<file path="src/rtl/synth_pkg.sv">
// Shared types for the synth voice path: allocator FSM states and note index type.
package synth_pkg;

  localparam int unsigned NOTE_W_DEFAULT = 4;

  typedef logic [NOTE_W_DEFAULT-1:0] note_t;

  typedef enum logic [1:0] {
    StIdle,
    StLookup,
    StCommit
  } alloc_state_t;

endpackage

</file>
<file path="src/rtl/voice_lru.sv">
// Least-recently-allocated tracker: one rank per slot, rank NUM_VOICES-1 is the oldest.
// Ranks always form a permutation of 0..NUM_VOICES-1.
module voice_lru #(
  parameter int unsigned NUM_VOICES = 4,
  parameter int unsigned IDX_W      = (NUM_VOICES > 1) ? $clog2(NUM_VOICES) : 1
) (
  input  logic             clk,
  input  logic             rst,
  input  logic             touch,
  input  logic [IDX_W-1:0] touch_idx,
  output logic [IDX_W-1:0] oldest_idx
);

  logic [IDX_W-1:0] rank_q [NUM_VOICES];
  logic [IDX_W-1:0] rank_d [NUM_VOICES];

  // Rank registers; reset to identity ordering.
  always_ff @(posedge clk or posedge rst) begin
    if (rst) begin
      for (int v = 0; v < int'(NUM_VOICES); v++) begin
        rank_q[v] <= IDX_W'(v);
      end
    end else begin
      rank_q <= rank_d;
    end
  end

  // Touched slot becomes newest; slots that were newer than it age by one.
  always_comb begin
    rank_d = rank_q;
    if (touch) begin
      for (int v = 0; v < int'(NUM_VOICES); v++) begin
        if (rank_q[v] < rank_q[touch_idx]) begin
          rank_d[v] = rank_q[v] + 1'b1;
        end
      end
      rank_d[touch_idx] = '0;
    end
  end

  // Find the slot holding the maximum rank.
  always_comb begin
    oldest_idx = '0;
    for (int v = 0; v < int'(NUM_VOICES); v++) begin
      if (rank_q[v] == IDX_W'(NUM_VOICES - 1)) begin
        oldest_idx = IDX_W'(v);
      end
    end
  end

endmodule

</file>
<file path="src/rtl/voice_allocator.sv">
// Polyphonic voice allocator: retrigger matching slot, else lowest free slot, else steal the
// least-recently-allocated slot. Each event takes IDLE -> LOOKUP -> COMMIT (3 cycles).
module voice_allocator
  import synth_pkg::*;
#(
  parameter int unsigned NUM_VOICES = 4,
  parameter int unsigned NOTE_W     = NOTE_W_DEFAULT
) (
  input  logic                         clk,
  input  logic                         rst,
  input  logic                         ev_valid,
  output logic                         ev_ready,
  input  logic                         ev_press,
  input  logic [NOTE_W-1:0]            ev_note,
  output logic [NUM_VOICES-1:0]        voice_active,
  output logic [NUM_VOICES*NOTE_W-1:0] voice_note,
  output logic [NUM_VOICES-1:0]        voice_trig,
  output logic [7:0]                   steal_cnt
);

  localparam int unsigned IDX_W     = (NUM_VOICES > 1) ? $clog2(NUM_VOICES) : 1;
  localparam logic [7:0]  STEAL_MAX = 8'hFF;

  alloc_state_t state_q, state_d;

  logic                  ev_press_q;
  logic [NOTE_W-1:0]     ev_note_q;

  logic [NUM_VOICES-1:0] match_q, match_d;
  logic                  free_found_q, free_found_d;
  logic [IDX_W-1:0]      free_idx_q, free_idx_d;
  logic [IDX_W-1:0]      oldest_q, lru_oldest;

  logic [NUM_VOICES-1:0] active_q, active_d;
  logic [NUM_VOICES-1:0] trig_q, trig_d;
  logic [NOTE_W-1:0]     note_q [NUM_VOICES];
  logic [NOTE_W-1:0]     note_d [NUM_VOICES];
  logic [7:0]            steal_q, steal_d;

  logic                  accept;
  logic                  match_found;
  logic [IDX_W-1:0]      match_idx;
  logic                  touch;
  logic [IDX_W-1:0]      target;

  assign ev_ready = (state_q == StIdle);
  assign accept   = ev_valid && ev_ready;

  voice_lru #(
    .NUM_VOICES (NUM_VOICES),
    .IDX_W      (IDX_W)
  ) u_lru (
    .clk        (clk),
    .rst        (rst),
    .touch      (touch),
    .touch_idx  (target),
    .oldest_idx (lru_oldest)
  );

  // State register.
  always_ff @(posedge clk or posedge rst) begin
    if (rst) begin
      state_q <= StIdle;
    end else begin
      state_q <= state_d;
    end
  end

  // Fixed three-step sequence per accepted event.
  always_comb begin
    state_d = state_q;
    unique case (state_q)
      StIdle:   if (ev_valid) state_d = StLookup;
      StLookup: state_d = StCommit;
      StCommit: state_d = StIdle;
      default:  state_d = StIdle;
    endcase
  end

  // Latch the event on accept and the lookup results in LOOKUP.
  always_ff @(posedge clk or posedge rst) begin
    if (rst) begin
      ev_press_q   <= 1'b0;
      ev_note_q    <= '0;
      match_q      <= '0;
      free_found_q <= 1'b0;
      free_idx_q   <= '0;
      oldest_q     <= '0;
    end else begin
      if (accept) begin
        ev_press_q <= ev_press;
        ev_note_q  <= ev_note;
      end
      if (state_q == StLookup) begin
        match_q      <= match_d;
        free_found_q <= free_found_d;
        free_idx_q   <= free_idx_d;
        oldest_q     <= lru_oldest;
      end
    end
  end

  // Lookup: matching active slots and the lowest-index free slot.
  always_comb begin
    match_d      = '0;
    free_found_d = 1'b0;
    free_idx_d   = '0;
    for (int v = int'(NUM_VOICES) - 1; v >= 0; v--) begin
      match_d[v] = active_q[v] && (note_q[v] == ev_note_q);
      if (!active_q[v]) begin
        free_found_d = 1'b1;
        free_idx_d   = IDX_W'(v);
      end
    end
  end

  // Lowest matching slot from the registered match mask.
  always_comb begin
    match_found = 1'b0;
    match_idx   = '0;
    for (int v = int'(NUM_VOICES) - 1; v >= 0; v--) begin
      if (match_q[v]) begin
        match_found = 1'b1;
        match_idx   = IDX_W'(v);
      end
    end
  end

  // Commit: pick target and compute next voice state.
  always_comb begin
    active_d = active_q;
    note_d   = note_q;
    trig_d   = '0;
    steal_d  = steal_q;
    touch    = 1'b0;
    target   = '0;
    if (state_q == StCommit) begin
      if (ev_press_q) begin
        if (match_found) begin
          target = match_idx;
        end else if (free_found_q) begin
          target = free_idx_q;
        end else begin
          target = oldest_q;
          if (steal_q != STEAL_MAX) begin
            steal_d = steal_q + 8'd1;
          end
        end
        active_d[target] = 1'b1;
        note_d[target]   = ev_note_q;
        trig_d[target]   = 1'b1;
        touch            = 1'b1;
      end else begin
        // Release keeps note values so envelopes can finish on the last pitch.
        active_d = active_q & ~match_q;
      end
    end
  end

  // Voice registers; trig self-clears so it is a single-cycle pulse.
  always_ff @(posedge clk or posedge rst) begin
    if (rst) begin
      active_q <= '0;
      trig_q   <= '0;
      steal_q  <= '0;
      for (int v = 0; v < int'(NUM_VOICES); v++) begin
        note_q[v] <= '0;
      end
    end else begin
      active_q <= active_d;
      trig_q   <= trig_d;
      steal_q  <= steal_d;
      note_q   <= note_d;
    end
  end

  // Flatten per-slot notes onto the output bus.
  always_comb begin
    voice_note = '0;
    for (int v = 0; v < int'(NUM_VOICES); v++) begin
      voice_note[v*NOTE_W +: NOTE_W] = note_q[v];
    end
  end

  assign voice_active = active_q;
  assign voice_trig   = trig_q;
  assign steal_cnt    = steal_q;

endmodule

</file>
<file path="config.mk">
export PLATFORM = sky130hd
export DESIGN_NAME = voice_allocator
export DESIGN_NICKNAME = d
export VERILOG_FILES = /design/src/rtl/synth_pkg.sv /design/src/rtl/voice_lru.sv /design/src/rtl/voice_allocator.sv
export SDC_FILE = /design/constraint.sdc
export NUM_CORES = 1
export LEC_CHECK = 0
export CORE_MARGIN = 4
export CORE_UTILIZATION = 45
export DETAILED_ROUTE_END_ITERATION = 12
export HOLD_SLACK_MARGIN = 0.06
export PLACE_DENSITY_LB_ADDON = 0.12
export SLEW_MARGIN = 10
export SYNTH_ARGS = -nofsm -noshare
export SYNTH_HDL_FRONTEND = slang
export SYNTH_HIERARCHICAL = 1
export SYNTH_SLANG_ARGS = --single-unit
</file>
<file path="constraint.sdc">
create_clock -name clk -period 8.2 [get_ports clk]
set_input_delay 1.64 -clock clk [delete_from_list [all_inputs] [get_ports clk]]
set_output_delay 1.64 -clock clk [all_outputs]
set_load 0.01 [all_outputs]
</file>
==> impl_summary.log, run 1 <==
[metrics] run status: completed
[metrics] area of the core: 0.00631 mm²
[metrics] largest net degree at the start of global routing: 49
[metrics] async set-reset flop share out of synthesis: 100%
[metrics] overall die height: just under 90 µm
[metrics] unrepaired setup endpoints after global routing: no
[metrics] Max Clock Skew: 9.19 ps
[metrics] final antenna diode count: 0
[metrics] buffer depth of the longest clock path: 2
[metrics] cell repeated most along the worst path: sky130_fd_sc_hd__nor2_1
[metrics] kind of start point of the critical path: register
[metrics] placement-stage worst setup slack: 5060 ps
[metrics] Final Max Slew Viols: 0
[metrics] slowest stage delay, CP: 660 ps
[metrics] area growth from synthesis to layout: 19.0%
[metrics] most frequent cells in the layout: 52 x sky130_fd_sc_hd__dfrtp_1, 40 x sky130_fd_sc_hd__clkdlybuf4s50_1, 34 x sky130_fd_sc_hd__nand2_1, 24 x sky130_fd_sc_hd__mux2_2, 17 x sky130_fd_sc_hd__xnor2_1
[metrics] Worst Max-Slew Pin Slew: 986 ps
[metrics] layout cell share with drive strength beyond 1: 16.1%
[metrics] setup total negative slack: 0 ps
[metrics] First DRT Iteration DRCs: between 90 and 100
[metrics] minimum clock period: 3190 ps
[metrics] detailed-router iteration count before antenna repair: 4
[metrics] final setup violation count: 0
[metrics] Crit path max-delay family: simple AND/OR/NAND/NOR gates
[metrics] clock tree sinks: 56
[metrics] clock tree from TritonCTS: done
[metrics] die boundary width: 88.4 µm
[metrics] portion of the clock cycle consumed by the worst path in the final layout: 38.9%
[metrics] post_cts resized: 0
[metrics] DRC: 0
[metrics] final core occ: a little over half
[metrics] root cell of the clock tree: sky130_fd_sc_hd__clkbuf_8
[metrics] worst-path cell chain: nand4bb_1, nor2_1, mux4_2, inv_1, ha_1, nor3b_1, nor2_1, a21oi_1, o22ai_1
[metrics] Ports: 41
[metrics] number of placement rows: 29
[metrics] half-perimeter wire length of the detailed placement result: 4.18 mm
[metrics] Crit path required time: 8380 ps
[metrics] standby leakage power: 1.51 nW
[metrics] predominant post-synthesis flop cell: sky130_fd_sc_hd__dfrtp_1
[metrics] instance count of the mapped netlist: 266
[metrics] number of buffers created by CTS: 5
[metrics] arrival time at the worst endpoint: roughly 3400 ps
[metrics] max_slew headroom: 34.2%
[metrics] non-filler instance count after layout: 382
[metrics] average size of a mapped cell: 10.9 µm²
[metrics] Max Clock Freq: ~310 MHz
[metrics] most common cell after layout, fill and taps aside: sky130_fd_sc_hd__dfrtp_1
[metrics] cell with the largest stage delay on the worst path: sky130_fd_sc_hd__nor2_1
[metrics] starting density of the core: 46.1%
[metrics] Syn Std Cell Area: 0.00291 mm²
[metrics] Final ANT Viol Nets: 0
[metrics] count of unique library cells instantiated by Yosys: 54
[metrics] largest voltage drop on the vdd net: 0.000163 V
[metrics] global-route total usage across every layer: 16.8%
[metrics] sequential share of the synthesized area: 48.3%
[metrics] Port Buf Inserts: 40
[metrics] RePlAce Congestion: 0.780
[metrics] post-cts hold buffer count: 0
[metrics] H-tree depth reported by CTS: 2
[metrics] Avg Vias per Cell: 5.45
[metrics] die area: around 0.0078 mm²
[metrics] number of enable-type register cells in the synthesized netlist: 0
[metrics] number of buffers inserted to repair setup after CTS: 0
[metrics] CP max FO: 12
[metrics] global-route wire length before repair: 10.2 mm
[metrics] Net Count, Synth: 282
[metrics] count of synthesis-stage warnings from yosys: 6
[metrics] class of the most critical setup path: register to register
[metrics] initial antenna violation count: 0
[metrics] per-cell routed wire length: 15.2 µm
[metrics] clock latency of the later-clocked register in the worst-skew pair: 310 ps
[metrics] element type at the critical path end: register
[metrics] fill cell instance count of the final layout: ~590
[metrics] flops & latches, synth: 56
[metrics] classification of the worst-slack hold path: register to register
[metrics] worst path bufs/invs: 1
[metrics] overall routed net length: around 5.8 mm
[metrics] number of global-route vias before repair: 2061
[metrics] clock-pin transition on the worst setup and hold timing paths: 100 ps
[metrics] Via Count: 2082
[metrics] total count of hold-check failures in the final report: 0
[metrics] placed cells: 374
[metrics] overall power: 0.868 mW
[metrics] max cap viols: 0
[metrics] GR Overflow Total: 0
[metrics] power density over cell area: between 200 and 300 mW/mm²
[metrics] Total Nets Final: 320
[metrics] worst setup margin: approximately 5000 ps
==> layer usage <==
| layer | global-route usage [%] | wire length [µm] | vias up |
|---|---|---|---|
| met3 | 4.00 | 218 | 9 |
| li1 | - | - | 1017 |
| met2 | 27.5 | 2880 | 40 |
| met4 | 4.95 | 80 | 0 |
| met5 | 0 | 0 | - |
| met1 | 22.2 | 2640 | 1016 |
==> logic make-up after synthesis <==
logic type,Yosys count,synth area share [%]
buffers and inverters,24,3.40
AO/OA/AOI/OAI,39,10.3
AND/OR/NAND/NOR,88,16.5
multiplexers,28,11.1
XOR/XNOR,23,6.92
adder cells (fa/ha/maj),8,3.44
flip-flops,56,48.3
==> synthesized netlist by cell type, drive strengths merged, types with 2 or more instances <==
| library cell | count | area [µm²] |
|---|---|---|
| a21o | 3 | 22.5 |
| a21oi | 9 | 45.0 |
| a2bb2oi | 3 | 26.3 |
| a32o | 2 | 20.0 |
| and4 | 2 | 17.5 |
| buf | 2 | 16.3 |
| clkbuf | 8 | 30.0 |
| dfrtp | 52 | 1300 |
| dfstp | 4 | 105 |
| ha | 8 | 100 |
| inv | 14 | 52.6 |
| mux2 | 24 | 270 |
| mux2i | 3 | 30.0 |
| nand2 | 34 | 128 |
| nand2b | 7 | 43.8 |
| nand3 | 12 | 60.1 |
| nand4b | 3 | 26.3 |
| nor2 | 9 | 33.8 |
| nor2b | 2 | 12.5 |
| nor3 | 2 | 15.0 |
| nor3b | 3 | 22.5 |
| nor4 | 2 | 12.5 |
| o211ai | 3 | 27.5 |
| o21a | 2 | 15.0 |
| o21ai | 6 | 30.0 |
| o221ai | 2 | 23.8 |
| o311a | 2 | 21.3 |
| o31ai | 2 | 28.8 |
| or3 | 3 | 28.8 |
| xnor2 | 17 | 149 |
| xor2 | 6 | 52.6 |
==> power breakdown <==
part / switching [mW] / internal (mW)
logic: 0.114 / 0.178
clock network: 0.0916 / 0.0690
registers: 0.0787 / 0.338
==> final timing paths <==
path,from,end,slack [ps],cells past startpoint
setup / recovery,state_q[0],u_lru/rank_q[7],5010,9
hold / removal,steal_cnt[5],steal_cnt[5],500,1
setup reg to reg,state_q[0],u_lru/rank_q[7],5010,9
hold reg to reg,steal_cnt[5],steal_cnt[5],500,1
max in group asynchronous,rst,steal_cnt[5],5690,2
min in group asynchronous,rst,u_lru/rank_q[5],1620,2
==> through the flow <==
step | cell area [µm²] | hold slack [ps]
5_1_grt | 3460 | 528
6_report | 3460 | 504
3_3_place_gp | 3370 | 479
2_1_floorplan | 2910 | 448
3_5_place_dp | 3370 | 490
4_1_cts | 3460 | 511
==> worst reg2reg max path, cell delays in order (launching register included) <==
cell and delay, ps:
sky130_fd_sc_hd__dfrtp_1 430, sky130_fd_sc_hd__nand4bb_1 360, sky130_fd_sc_hd__nor2_1 660, sky130_fd_sc_hd__mux4_2 580
sky130_fd_sc_hd__inv_1 150, sky130_fd_sc_hd__ha_1 270, sky130_fd_sc_hd__nor3b_1 330, sky130_fd_sc_hd__nor2_1 70
sky130_fd_sc_hd__a21oi_1 130, sky130_fd_sc_hd__o22ai_1 80
==> registers in the layout, summed over array words and instances, names as in the netlist <==
| name | flops |
|---|---|
| ev_press_q | 1 |
| steal_cnt | 8 |
| oldest_q | 2 |
| voice_note | 16 |
| free_idx_q | 2 |
| voice_trig | 4 |
| u_lru/rank_q | 8 |
| voice_active | 4 |
| free_found_q | 1 |
| ev_note_q | 4 |
| match_q | 4 |
| state_q | 2 |
==> area by class of cell <==
type,count,area (µm²),share of cell area (%)
clock inverter,1,7.51,0.217
multi-input combinational,186,1410,40.6
clock buffer,7,86.3,2.49
timing repair buffer,41,408,11.8
sequential,56,1410,40.6
inverter,14,52.6,1.52
tap,77,96.3,2.78
No activity file was read; power rests on OpenSTA's default activity.
==> run 2: changes to the inputs <==
==> constraint.sdc (replaced) <==
create_clock -name clk -period 2.97 [get_ports clk]
set_input_delay 0.594 -clock clk [delete_from_list [all_inputs] [get_ports clk]]
set_output_delay 0.594 -clock clk [all_outputs]
set_load 0.01 [all_outputs]
==> run 2 against run 1 <==
- highest routed layer unchanged
- clock skew grew 0.97 ps
- largest cell class is now multi-input combinational cells
- critical endpoint unchanged
- die area is the same
- utilization grew 0.40 points
==> impl_summary.log, run 2 (synthesized netlist as in run 1, its figures left out) <==
[metrics] number of buffers inserted to repair setup after CTS: 0 (unchanged)
[metrics] non-filler instance count after layout: 382 (unchanged)
[metrics] unrepaired setup endpoints after global routing: no
[metrics] overall die height: 88.4 µm (unchanged)
[metrics] worst-path cell chain: mux2_2, o31ai_4, nor2_1, mux4_2, inv_1, ha_1, nor3b_2, nor2_1, a21oi_1, o22ai_1
[metrics] die area: 0.00782 mm² (unchanged)
[metrics] Total Nets Final: 322 (+0.63%)
[metrics] Final ANT Viol Nets: 0 (unchanged)
[metrics] max_slew headroom: 58.3% (+24 points)
[metrics] slowest stage delay, CP: 460 ps (-200 ps)
[metrics] placed cell area: 0.00338 mm² (+0.45%)
[metrics] GR Overflow Total: 0 (unchanged)
[metrics] DRC: 0 (unchanged)
[metrics] most common cell after layout, fill and taps aside: sky130_fd_sc_hd__dfrtp_1
[metrics] Crit path required time: 3150 ps (-5230 ps)
[metrics] First DRT Iteration DRCs: 179 (+83%)
[metrics] class of the most critical setup path: register to register
[metrics] standby leakage power: 1.53 nW (+1.0%)
[metrics] Hold Worst Slack: 507 ps (+2.69 ps)
[metrics] power density over cell area: 701 mW/mm² (+180%)
[metrics] die boundary width: 88.4 µm (unchanged)
[metrics] placement-stage worst setup slack: 231 ps (-4830 ps)
[metrics] fin area: 0.00349 mm² (+0.72%)
[metrics] placed cells: 376 (+0.53%)
[metrics] portion of the clock cycle consumed by the worst path in the final layout: 90.3% (+51 points)
[metrics] post_cts resized: 0 (unchanged)
[metrics] launching instance or port of the critical path: free_found_q
[metrics] run status: completed
[metrics] classification of the worst-slack hold path: register to register
[metrics] max cap viols: 0 (unchanged)
[metrics] Worst R2R End: u_lru/rank_q[7]
[metrics] final core occ: 55.2% (+0.40 points)
[metrics] layout cell share with drive strength beyond 1: 16.7% (+0.66 points)
[metrics] area growth from synthesis to layout: 19.8%
[metrics] end of the worst hold path: steal_cnt[5]
[metrics] clock tree sinks: 56 (unchanged)
[metrics] worst path bufs/invs: 1 (unchanged)
[metrics] H-tree depth reported by CTS: 2 (unchanged)
[metrics] half-perimeter wire length of the detailed placement result: 4.28 mm (+2.5%)
[metrics] Reg-to-Reg Start: free_found_q
[metrics] worst setup margin: 287 ps (-4720 ps)
[metrics] initial antenna violation count: 0 (unchanged)
[metrics] Worst Hold Launch: steal_cnt[5]
[metrics] global-route total usage across every layer: 17.1% (+0.28 points)
[metrics] Max Clock Freq: 373 MHz (+19%)
[metrics] slack of the worst reg-to-reg path: 290 ps (-4720 ps)
[metrics] RePlAce Congestion: 0.753 (-3.5%)
[metrics] final setup violation count: 0 (unchanged)
[metrics] Worst Max-Slew Pin Slew: 625 ps (-361 ps)
[metrics] most frequent cells in the layout: 52 x sky130_fd_sc_hd__dfrtp_1, 40 x sky130_fd_sc_hd__clkdlybuf4s50_1, 34 x sky130_fd_sc_hd__nand2_1, 24 x sky130_fd_sc_hd__mux2_2, 17 x sky130_fd_sc_hd__xnor2_1
[metrics] starting density of the core: 46.1% (unchanged)
[metrics] Port Buf Inserts: 40 (unchanged)
[metrics] post-cts hold buffer count: 0 (unchanged)
[metrics] total count of hold-check failures in the final report: 0 (unchanged)
[metrics] clock-pin transition on the worst setup and hold timing paths: 100 ps (about the same)
[metrics] largest net degree at the start of global routing: 39 (-20%)
[metrics] final antenna diode count: 0 (unchanged)
[metrics] setup total negative slack: 0 ps (unchanged)
[metrics] clock tree from TritonCTS: done
[metrics] root cell of the clock tree: sky130_fd_sc_hd__clkbuf_8
[metrics] Max Clock Skew: 10.2 ps (+0.966 ps)
[metrics] cell with the largest stage delay on the worst path: sky130_fd_sc_hd__dfrtp_1
[metrics] overall power: 2.44 mW (+180%)
[metrics] detailed-router iteration count before antenna repair: 4 (unchanged)
[metrics] overall routed net length: 5.94 mm (+2.1%)
[metrics] largest voltage drop on the vdd net: 0.000446 V (+170%)
[metrics] number of buffers created by CTS: 5 (unchanged)
[metrics] Largest register FFs: 16 (unchanged)
[metrics] minimum clock period: 2680 ps (-507 ps)
[metrics] Via Count: 2097 (+0.72%)
[metrics] cell repeated most along the worst path: sky130_fd_sc_hd__nor2_1
[metrics] clock latency of the later-clocked register in the worst-skew pair: 310 ps (about the same)
[metrics] Final Max Slew Viols: 0 (unchanged)
[metrics] CP max FO: 7 (-5)
[metrics] element type at the critical path end: register
[metrics] number of placement rows: 29 (unchanged)
[metrics] arrival time at the worst endpoint: 2860 ps (-510 ps)
[metrics] area of the core: 0.00631 mm² (unchanged)
[metrics] global-route wire length before repair: 10.4 mm (+2.5%)
[metrics] Avg Vias per Cell: 5.49 (+0.72%)
[metrics] number of global-route vias before repair: 2123 (+3.0%)
[metrics] cell count of the worst reg-to-reg path: 10 (+1)
[metrics] kind of start point of the critical path: register
[metrics] per-cell routed wire length: 15.5 µm (+2.1%)
[metrics] number of cells traversed by the worst hold path: 1 (unchanged)
[metrics] Crit path max-delay family: multiplexers
[metrics] Ports: 41 (unchanged)
[metrics] buffer depth of the longest clock path: 2 (unchanged)
## run 2: cell count changes in the layout (fill, tap and decap cells not counted), sizes merged
cell,before,now
clkbuf,7,5
bufinv,0,1
buf,1,3
clkinvlp,1,0
## run 2: where the power goes
group / total (mW) / switching, mW / internal, mW / leakage, nW
Clock: 0.477 / 0.234 / 0.242 / 0.0501
Sequential: 1.15 / 0.223 / 0.932 / 0.725
Combinational: 0.811 / 0.319 / 0.492 / 0.751
Total: 2.44 / 0.776 / 1.67 / 1.53
## run 2: worst max path at each step
| stage | cells past startpoint | end |
|---|---|---|
| after global routing | 10 | u_lru/rank_q[7] |
| after global placement | 10 | u_lru/rank_q[7] |
| after detailed placement | 10 | u_lru/rank_q[7] |
| final | 10 | u_lru/rank_q[7] |
| after floorplan | 11 | u_lru/rank_q[7] |
| after CTS | 10 | u_lru/rank_q[7] |
## run 2: layout make-up
cell class	instances	area, µm²
Clock buffer	5	68.8
Sequential cell	56	1410
Inverter	14	52.6
Multi-Input combinational cell	186	1410
Tap cell	77	96.3
Clock inverter	1	30.0
Timing Repair Buffer	43	423
Fill cell	592	2830
## run 2: metal layers
| metal | global-route usage (%) | part of all wire (%) | vias to the layer above |
|---|---|---|---|
| met4 | 4.53 | 0.37 | 0 |
| met2 | 26.6 | 49 | 34 |
| li1 | - | - | 1009 |
| met5 | 0 | 0 | - |
| met3 | 4.10 | 3.6 | 2 |
| met1 | 23.9 | 47 | 1052 |
==> run 3: changes to the inputs <==
--- a/config.mk
+++ b/config.mk
@@ -8,6 +8,7 @@
 export CORE_MARGIN = 4
 export CORE_UTILIZATION = 45
 export DETAILED_ROUTE_END_ITERATION = 12
+export GPL_TIMING_DRIVEN = 0
 export HOLD_SLACK_MARGIN = 0.06
 export PLACE_DENSITY_LB_ADDON = 0.12
 export SLEW_MARGIN = 10
==> run 3 against run 2 <==
- clock power fell by 7.1%
- critical path depth is 1 higher
- clock-buffer cell count rose by 1
- first-iteration DRC count is 39% lower
- sequential power fell by 3%
- clock skew fell by 6.9 ps
- design area is 1.7% higher
- largest cell class unchanged
==> impl_summary.log, run 3 (synthesized netlist as in run 1, its figures left out) <==
[metrics] run status: completed
[metrics] Worst Max-Slew Pin Slew: 563 ps (-61.9 ps)
[metrics] overall die height: 88.4 µm (unchanged)
[metrics] DRC: 0 (unchanged)
[metrics] standby leakage power: 1.54 nW (+1.0%)
[metrics] First DRT Iteration DRCs: 110 (-39%)
[metrics] clock-pin transition on the worst setup and hold timing paths: 100 ps (about the same)
[metrics] unrepaired setup endpoints after global routing: no
[metrics] net switching fraction of the power: 32.7% (+0.91 points)
[metrics] non-filler instance count after layout: 392 (+2.6%)
[metrics] arrival time at the worst endpoint: 2960 ps (+100 ps)
[metrics] final setup violation count: 0 (unchanged)
[metrics] initial antenna violation count: 0 (unchanged)
[metrics] class of the most critical setup path: register to register
[metrics] layout cell share with drive strength beyond 1: 18.1% (+1.4 points)
[metrics] Clock power frac: 18.3% (-1.2 points)
[metrics] element type at the critical path end: register
[metrics] most common cell after layout, fill and taps aside: sky130_fd_sc_hd__dfrtp_1
[metrics] clock tree from TritonCTS: done
[metrics] die boundary width: 88.4 µm (unchanged)
[metrics] worst-path cell chain: mux2_2, o31ai_4, nor2_2, clkbuf_4, mux4_2, inv_1, ha_1, nor3b_2, nor2_1, a21oi_1, o22ai_1
[metrics] RePlAce Congestion: 0.753 (about the same)
[metrics] kind of start point of the critical path: register
[metrics] Max Clock Skew: 3.28 ps (-6.88 ps)
[metrics] number of buffers created by CTS: 5 (unchanged)
[metrics] Largest register FFs: 16 (unchanged)
[metrics] setup total negative slack: 0 ps (unchanged)
[metrics] starting density of the core: 46.1% (unchanged)
[metrics] max_slew headroom: 62.2% (+3.9 points)
[metrics] power density over cell area: 682 mW/mm² (-2.6%)
[metrics] clock latency of the later-clocked register in the worst-skew pair: 310 ps (about the same)
[metrics] placed cells: 384 (+2.1%)
[metrics] Avg Vias per Cell: 5.33 (-2.9%)
[metrics] Seq pwr share: 45.8% (-1.5 points)
[metrics] max cap viols: 0 (unchanged)
[metrics] number of global-route vias before repair: 2116 (-0.33%)
[metrics] Via Count: 2089 (-0.38%)
[metrics] Cell Int Power: 1.63 mW (-2.3%)
[metrics] global-route total usage across every layer: 16.4% (-0.62 points)
[metrics] Comb power frac: 35.9% (+2.7 points)
[metrics] cell with the largest stage delay on the worst path: sky130_fd_sc_hd__dfrtp_2
[metrics] half-perimeter wire length of the detailed placement result: 4.22 mm (-1.4%)
[metrics] largest net degree at the start of global routing: 36 (-7.7%)
[metrics] area growth from synthesis to layout: 21.8%
[metrics] number of placement rows: 29 (unchanged)
[metrics] detailed-router iteration count before antenna repair: 4 (unchanged)
[metrics] minimum clock period: 2780 ps (+99.1 ps)
[metrics] post-cts hold buffer count: 0 (unchanged)
[metrics] buffer depth of the longest clock path: 2 (unchanged)
[metrics] placement-stage worst setup slack: 51.4 ps (-180 ps)
[metrics] area of the core: 0.00631 mm² (unchanged)
[metrics] final antenna diode count: 0 (unchanged)
[metrics] Max Clock Freq: 359 MHz (-3.6%)
[metrics] classification of the worst-slack hold path: register to register
[metrics] Total Nets Final: 330 (+2.5%)
[metrics] portion of the clock cycle consumed by the worst path in the final layout: 93.7% (+3.3 points)
[metrics] largest voltage drop on the vdd net: 0.000418 V (-6.3%)
[metrics] Final Max Slew Viols: 0 (unchanged)
[metrics] H-tree depth reported by CTS: 2 (unchanged)
[metrics] Crit path required time: 3150 ps (about the same)
[metrics] root cell of the clock tree: sky130_fd_sc_hd__clkbuf_8
[metrics] overall routed net length: 5.77 mm (-2.7%)
[metrics] net load switching power: 0.790 mW (+1.9%)
[metrics] Port Buf Inserts: 40 (unchanged)
[metrics] GR Overflow Total: 0 (unchanged)
[metrics] most frequent cells in the layout: 51 x sky130_fd_sc_hd__dfrtp_1, 40 x sky130_fd_sc_hd__clkdlybuf4s50_1, 34 x sky130_fd_sc_hd__nand2_1, 24 x sky130_fd_sc_hd__mux2_2, 17 x sky130_fd_sc_hd__xnor2_1
[metrics] per-cell routed wire length: 14.7 µm (-5.2%)
[metrics] slowest stage delay, CP: 440 ps (-20 ps)
[metrics] total count of hold-check failures in the final report: 0 (unchanged)
[metrics] die area: 0.00782 mm² (unchanged)
[metrics] clock tree sinks: 56 (unchanged)
[metrics] global-route wire length before repair: 10.0 mm (-3.8%)
[metrics] Final ANT Viol Nets: 0 (unchanged)
[metrics] Ports: 41 (unchanged)
[metrics] Hold Worst Slack: 491 ps (-15.8 ps)
[metrics] worst setup margin: 188 ps (-99.1 ps)
[metrics] CP max FO: 10 (+3)
[metrics] slack of the worst reg-to-reg path: 190 ps (-100 ps)
[run 3: what timing repair did]
item	CTS	global route
endpoints found under the hold margin	0	0
buffers inserted	0	0
gates resized for setup	0	6
endpoints found under the setup margin	0	5
[run 3: final cells by class]
type	instances	area, µm²
Buffer	10	48.8
Clock buffer	6	82.6
Clock inverter	2	13.8
Fill cell	584	2770
Inverter	14	52.6
Multi-Input combinational cell	186	1420
Sequential cell	56	1410
Tap cell	77	96.3
Timing Repair Buffer	41	420
[run 3: routing by layer]
layer | track usage, % | vias up | share of wire, %
li1 | - | 1036 | -
met1 | 21.9 | 1017 | 46
met2 | 26.6 | 31 | 49
met3 | 4.28 | 5 | 4.0
met4 | 4.81 | 0 | 0.81
met5 | 0 | - | 0
[run 3: through the flow]
stage / area [µm²] / utilization, % / power [mW]
global route: 3540 / 56.1 / 2.60
finish: 3540 / 56.1 / 2.42
detailed placement: 3430 / 54.3 / 2.00
global placement: 3410 / 54.0 / 1.98
CTS: 3520 / 55.8 / 2.45
floorplan: 2910 / - / 1.61
[run 3: worst paths after layout]
path / from / endpoint / depth (start not counted)
worst max-delay path: free_found_q / u_lru/rank_q[7] / 11
worst min-delay path: steal_cnt[5] / steal_cnt[5] / 1
worst max register to register: free_found_q / u_lru/rank_q[7] / 11
worst min register to register: steal_cnt[5] / steal_cnt[5] / 1
max in group asynchronous: rst / free_found_q / 3
min in group asynchronous: rst / ev_note_q[3] / 2
[run 3: power by group through the flow]
stage,clock [mW],sequential [mW],combinational [mW]
5_1_grt,0.496,1.14,0.966
3_3_place_gp,0,1.12,0.862
3_5_place_dp,0,1.12,0.874
2_1_floorplan,0,1.15,0.461
6_report,0.443,1.11,0.867
4_1_cts,0.461,1.11,0.879
[run 3: critical path: cells and delay by family, from the launching register on]
family | cells | cell delay, ps
muxes | 2 | 790
AOI/OAI and AO/OA | 3 | 450
DFF | 1 | 440
and+or+nand+nor | 3 | 360
buffers and inverters | 2 | 330
adders and majority gates | 1 | 280
